[src/rtl/pipe_skid_reg_pkg.sv]
`default_nettype none
// ============================================================================
// Module      : pipe_skid_reg_pkg
// Description : Shared pipeline definitions. Holds the handshake-stage state
//               encoding so hazard and stall logic can decode the same values.
// Revision    : 1.0 - initial release
// ============================================================================
package pipe_skid_reg_pkg;

  // Stage occupancy state; the numeric value equals the number of held entries
  typedef enum logic [1:0] {
    EMPTY = 2'd0,
    BUSY  = 2'd1,
    FULL  = 2'd2
  } pipe_state_e;

  localparam int OCC_W = 2;

  // Number of entries held in a given state
  function automatic logic [OCC_W-1:0] occ_of(input pipe_state_e s);
    logic [OCC_W-1:0] occ;
    case (s)
      EMPTY:   occ = 2'd0;
      BUSY:    occ = 2'd1;
      FULL:    occ = 2'd2;
      default: occ = 2'd0;
    endcase
    return occ;
  endfunction

endpackage : pipe_skid_reg_pkg
`default_nettype wire

[src/rtl/pipe_skid_reg.sv]
`default_nettype none
// ============================================================================
// Module      : pipe_skid_reg
// Description : Valid/ready pipeline stage. SKID=1 gives a two-entry skid
//               buffer with a registered in_ready (breaks the out_ready ->
//               in_ready timing path); SKID=0 gives a single pipe register with
//               combinational in_ready. out_data is always the main register.
// Revision    : 1.0 - initial release
// ============================================================================
module pipe_skid_reg
  import pipe_skid_reg_pkg::*;
#(
  parameter int                 WIDTH   = 32,
  parameter int                 SKID    = 1,
  parameter logic [WIDTH-1:0]   RST_VAL = '0
) (
  input  logic             clk,
  input  logic             rst,
  input  logic             flush,
  input  logic             in_valid,
  output logic             in_ready,
  input  logic [WIDTH-1:0] in_data,
  output logic             out_valid,
  input  logic             out_ready,
  output logic [WIDTH-1:0] out_data,
  output logic [1:0]       occupancy
);

  pipe_state_e      state_q, state_d;
  logic [WIDTH-1:0] main_q, main_d;
  logic [WIDTH-1:0] skid_q, skid_d;
  logic             in_xfer;
  logic             out_xfer;

  assign out_valid = (state_q != EMPTY);
  assign out_data  = main_q;
  assign occupancy = occ_of(state_q);

  assign in_xfer  = in_valid & in_ready;
  assign out_xfer = out_valid & out_ready;

  // Next-state and data-register update; flush wins over every transfer and
  // deliberately leaves the data registers untouched
  always_comb begin
    state_d = state_q;
    main_d  = main_q;
    skid_d  = skid_q;
    if (flush) begin
      state_d = EMPTY;
    end else begin
      case (state_q)
        EMPTY: begin
          if (in_xfer) begin
            main_d  = in_data;
            state_d = BUSY;
          end
        end
        BUSY: begin
          if (in_xfer && out_xfer) begin
            main_d = in_data;
          end else if (in_xfer) begin
            // Only reachable with SKID=1: in pipe mode in_ready is low here
            skid_d  = in_data;
            state_d = FULL;
          end else if (out_xfer) begin
            state_d = EMPTY;
          end
        end
        FULL: begin
          if (out_xfer) begin
            main_d  = skid_q;
            state_d = BUSY;
          end
        end
        default: state_d = EMPTY;
      endcase
    end
  end

  // State and data registers with asynchronous active-low reset
  always_ff @(posedge clk or negedge rst) begin
    if (!rst) begin
      state_q <= EMPTY;
      main_q  <= RST_VAL;
      skid_q  <= RST_VAL;
    end else begin
      state_q <= state_d;
      main_q  <= main_d;
      skid_q  <= skid_d;
    end
  end

  generate
    if (SKID != 0) begin : g_skid
      logic in_ready_q;

      // in_ready is a pure flop: ready whenever the stage will not be full
      always_ff @(posedge clk or negedge rst) begin
        if (!rst) begin
          in_ready_q <= 1'b0;
        end else begin
          in_ready_q <= (state_d != FULL);
        end
      end

      assign in_ready = in_ready_q;
    end else begin : g_pipe
      logic ready_en_q;

      // Holds in_ready low during reset and until the first edge after release
      always_ff @(posedge clk or negedge rst) begin
        if (!rst) begin
          ready_en_q <= 1'b0;
        end else begin
          ready_en_q <= 1'b1;
        end
      end

      assign in_ready = ready_en_q & (~out_valid | out_ready);
    end
  endgenerate

endmodule : pipe_skid_reg
`default_nettype wire

[config.mk]
export PLATFORM = sky130hd
export DESIGN_NAME = pipe_skid_reg
export DESIGN_NICKNAME = d
export VERILOG_FILES = /design/src/rtl/pipe_skid_reg_pkg.sv /design/src/rtl/pipe_skid_reg.sv
export SDC_FILE = /design/constraint.sdc
export NUM_CORES = 1
export LEC_CHECK = 0
export CORE_ASPECT_RATIO = 0.8
export CORE_MARGIN = 4
export CORE_UTILIZATION = 44
export CTS_CLUSTER_SIZE = 40
export DETAILED_ROUTE_END_ITERATION = 12
export MAX_ROUTING_LAYER = met4
export PLACE_DENSITY = 0.75
export SLEW_MARGIN = 5
export SYNTH_ARGS = -nofsm -noshare
export SYNTH_HDL_FRONTEND = slang
export SYNTH_SLANG_ARGS = --single-unit
[constraint.sdc]
create_clock -name clk -period 1.69 [get_ports clk]
set_clock_uncertainty 0.05 [all_clocks]
set_input_delay 0.338 -clock clk [delete_from_list [all_inputs] [get_ports clk]]
set_output_delay 0.338 -clock clk [all_outputs]
set_load 0.02 [all_outputs]
# Word level (Yosys, flattened, before mapping)
# Index checks and enable logic that the tools add are counted.
[word_totals]
output_inout_bits = 36
in_bits = 37
elab_cells = 32
reg_bits = 67
[classes]
n_reduce_logical = 6
mux = 12
n_eq_ne = 6
bitwise = 4
[ops]
columns = ["op", "n"]
rows = [
  ["$mux W32", 3],
  ["$pmux W32 S3", 1],
  ["$mux W2", 6],
  ["$ne A2 B2 Y1 const B", 4],
  ["$pmux W2 S3", 1],
  ["$reduce_and A5 Y1", 1],
  ["$pmux W2 S2", 1],
  ["$reduce_and A4 Y1", 1],
  ["$reduce_bool A3 Y1", 1],
  ["$and A1 B1 Y1", 2],
  ["$eq A2 B1 Y1 const B", 1],
  ["$eq A2 B2 Y1 const B", 1],
  ["$logic_not A2 Y1", 1],
  ["$not A1 Y1", 2],
  ["$reduce_bool A2 Y1", 1],
  ["$logic_and A1 B1 Y1", 1],
]

# Logic depth before layout (Yosys ltp)
[logic_depth]
word_depth = 8
ltp_mapped = 6
ltp_nobuf = 4

# Least setup slack after synthesis
# Ideal clock, no wire load.
[synth_timing]
path_kind = "reg2reg"
start = "reg g_skid.in_ready_q (netlist: in_ready)"
end = "reg skid_q[10]"
required_ns = 1.515
arrival_ns = 1.535
setup_slack_ns = -0.020
period_less_slack_ns = 1.710
n_path_buf = 2
setup_ns = 0.125
path_stages_with_launch = 6
cell_sequence = "dfrtp_1 > nand3b_4 > or3b_1 > buf_6 > buf_6 > mux2_4"
[synth_via]
elab_chain_len = 4
[synth_rtl]
columns = ["element", "line_no", "rtl"]
rows = [
  ["start: declaration", "pipe_skid_reg.sv:95", "logic in_ready_q;"],
  ["start signal: assignment", "pipe_skid_reg.sv:102", "in_ready_q <= (state_d != FULL);"],
  ["$and A1 B1 Y1 (*)", "pipe_skid_reg.sv:39", "assign in_xfer = in_valid & in_ready;"],
  ["$logic_and A1 B1 Y1", "pipe_skid_reg.sv:59", "if (in_xfer && out_xfer) begin"],
  ["$not A1 Y1 (no line)", "-", ""],
  ["$reduce_and A4 Y1 (no line) (*)", "-", ""],
  ["end signal: assignment", "pipe_skid_reg.sv:89", "skid_q <= skid_d;"],
  ["end: declaration", "pipe_skid_reg.sv:31", "logic [WIDTH-1:0] skid_q, skid_d;"],
]
# Mark *: on every way between the ends. The rest lies on a longest branch, timed or not.
# A chain may end at the register's enable or synchronous reset.

# Worst setup path in the final report
[layout_timing]
start = "in in_valid"
end = "reg skid_q[21]"
[layout_via]
elab_chain_len = 4
[layout_rtl]
columns = ["element", "line_no", "rtl"]
rows = [
  ["start: declaration", "pipe_skid_reg.sv:20", "input logic in_valid,"],
  ["$and A1 B1 Y1 (*)", "pipe_skid_reg.sv:39", ""],
  ["$logic_and A1 B1 Y1", "pipe_skid_reg.sv:59", ""],
  ["$not A1 Y1 (no line)", "-", ""],
  ["$reduce_and A4 Y1 (no line) (*)", "-", ""],
]
# Marks and branches as above.

==> flow_metrics.py <==
metrics = {
    "setup_path": {
        "cp_max_fo": 18,
        "cp_slowest_stage_delay_ns": 0.53,
        "crit-reg2reg-capture": "skid_q[21]",
        "cp_slowest_cell": "clkdlybuf4s50_1",
        "critical_path.startpoint_type": "primary input",
        "crit_family": "buffers and inverters",
        "cp-end-kind": "register",
        "reg2reg_from": "state_q[1]",
        "worstSetupPathType": "in2reg",
        "reg2reg_depth": 4,
        "cp_cell_sequence": "clkdlybuf4s50_1 > nand3b_4 > or3b_4 > buf_12 > mux2_4",
        "path_buf_inv": 2,
        "required_ns": 1.87,
        "rrSetupSlack_ns": 0.01,
        "critical_path_arrival_ns": 1.87,
    },
    "finish": {
        "fin_nets": 380,
        "n_fill_cell": 526,
        "multiInputGateArea_mm2": 0.00116,
        "drive_above_1_share_pct": 21.6,
        "area_growth_syn_to_layout_pct": 37.9,
        "regArea_mm2": 0.00168,
        "diodes": 0,
    },
    "pwr": {
        "pwr_density_cell_mw_per_mm2": 1150,
        "ir_worst_vdd_mv": 0.562,
        "report.power.total_uw": 4640,
        "power.static_leakage_uw": 0.00191,
    },
    "timing": {
        "worst_pin_slew_ns": 0.458,
        "drv_slew": 0,
        "max_clock_freq_ghz": 0.590,
        "min_period_ns": 1.70,
        "setup_viol": 3,
        "tns_ns": -0.00594,
        "setup_slack_ns": -0.00548,
        "finalCritPeriodShare_pct": 100,
        "finalHoldViolCount": 0,
        "slew_headroom_pct": 69.5,
        "rsz0062_at_grt": "yes",
    },
    "yosys": {
        "synth_area_mm2": 0.00294,
        "syn_nets": 296,
        "yosysTopAreaCell": "dfrtp_1",
        "synth_warnings": 0,
        "netlist_instances": 259,
        "netlist_top_cells_area": "dfrtp_1 (57%), mux2_4 (15%), nand2_1 (8.3%)",
        "synth.distinct_cells": 22,
        "synth_top_cell_area_share_pct": 57.1,
        "yosysSeqAreaShare_pct": 57.1,
        "avgSynthCellArea_um2": 11.3,
        "synth-seq-cells": 67,
    },
    "routing": {
        "firstDrtPassIters": 4,
        "vias": 2219,
        "wl_mm": 7.06,
        "drc_errors": 0,
        "routedWlPerCell_um": 16.3,
        "dr_wl_met2_mm": 3.21,
        "vias_per_cell": 5.14,
        "drt-met1-wl_mm": 3.32,
        "final_antenna_net_count": 0,
        "dr_wl_met3_um": 466,
        "top_layer": "met4",
        "drt-initial-drc-count": 129,
    },
    "floorplanning": {
        "num_io_pins": 73,
        "initial_utilization_pct": 45.6,
        "chipWidth_um": 99.3,
        "design.core.area_mm2": 0.00644,
        "die_h_um": 81.1,
        "rows": 26,
        "die_area_mm2": 0.00805,
    },
    "min_path": {
        "min_path_type": "in2async",
    },
    "grt": {
        "grt_pass1_wl_mm": 11.0,
        "overflow": 0,
        "antenna_found_initial": 0,
        "grtUsageTotal_pct": 18.2,
        "grt_pass1_vias": 2185,
        "grt_max_degree": 35,
    },
    "cts": {
        "clkLatencyLatePin_ns": 0.34,
        "root_buffer": "clkbuf_8",
        "clk_pin_slew_ns": 0.08,
        "cts.path.max_buffers": 2,
        "cts_max_level": 3,
        "cts_tree": "done",
        "cts.sinks": 67,
        "numCtsBuffers": 9,
    },
    "status": {
        "status": "finished with violations",
        "violations": "setup timing",
    },
    "place": {
        "gp_congestion": 0.759,
        "dp_hpwl_mm": 4.59,
        "io_buffer_count": 72,
    },
    "run": {
        "maxCapViolations": 0,
    },
}
[state kept, by name (all words and copies together) (netlist names)]
signal,count
in_ready,1
out_data,32
skid_q,32
state_q,2
[metrics by stage]
step	hold slack, ns	setup WS [ns]	cells	util [%]	instance area [um2]
after CTS	0.433	0.00100	429	61.6	3970
after detailed placement	0.260	-0.480	412	59.7	3840
final	0.426	-0.00548	432	62.9	4050
after global placement	0.258	-0.453	412	59.7	3840
after floorplan	-0.00759	0.0136	259	-	2940
after global routing	0.453	-0.0113	432	62.9	4050
[worst max-delay path by stage]
stage                       endpoint       start  cells after the start  slack (ns)
after floorplan           skid_q[10]  state_q[1]                      5        0.01
after global placement    skid_q[13]    in_valid                      5       -0.45
after detailed placement  skid_q[21]   out_ready                      5       -0.48
after CTS                 skid_q[21]  state_q[1]                      4       0.001
after global routing      skid_q[17]  state_q[1]                      4       -0.01
final                     skid_q[21]    in_valid                      5      -0.005
[where the power goes]
part | switching [uW] | internal, uW
logic | 559 | 692
registers | 230 | 2000
clock network | 636 | 526
total | 1420 | 3220
[cell usage after synthesis, drive strengths merged]
cell	n
or2	1
nand3b	1
xor2	1
a2bb2oi	1
a31oi	32
or3b	1
o31ai	1
mux2	32
nand2	65
buf	5
dfrtp	67
nand4bb	1
nand2b	1
inv	1
clkinv	1
clkbuf	12
o31a	1
nor2b	2
nor2	33
[logic make-up after synthesis]
group | Yosys count | synth area share, %
buffers and inverters | 19 | 3.49
multiplexers | 32 | 16.0
XOR/XNOR | 1 | 0.298
flip-flops | 67 | 57.1
AO/OA/AOI/OAI | 35 | 8.14
AND/OR/NAND/NOR | 105 | 15.0
[per-layer routing]
| layer | up-vias | GRT usage (%) |
|---|---|---|
| met5 | - | - |
| met4 | 0 | 4.50 |
| met3 | 7 | 5.58 |
| met2 | 77 | 28.1 |
| met1 | 1090 | 23.6 |
| li1 | 1045 | - |
[what timing repair did]
action                                 in CTS  in global routing
hold buffers                                1                  0
buffers inserted                            0                  1
pin swaps                                   0                  1
resized for setup                          44                  3
endpoints found under the hold margin      16                  0
setup endpoints to repair                  68                 26
gates cloned                                0                  2
[cell usage in the layout (no fill, tap or decap), drive strengths merged]
cell type and count:
or2 1, o31ai 1, buf 17, dlygate4sd2 35, nand2 65, o31a 1
mux2 32, clkinv 4, nand4bb 1, clkdlybuf4s50 34, nor2b 2, a2bb2oi 1
a31oi 32, inv 3, nand2b 1, or3b 1, clkinvlp 2, nand3b 1
clkbuf 12, dfrtp 67, dlygate4sd3 1, xor2 1, nor2 33
[final cells by class]
class | count | area share (%)
repair buffers | 90 | 23.0
clock buffers | 9 | 3.06
well taps | 84 | 2.60
flip-flops and latches | 67 | 41.4
inverters | 2 | 0.185
multi-input cells | 173 | 28.6
clock inverters | 7 | 1.08
Note: power is estimated with default switching activity, not from simulation.
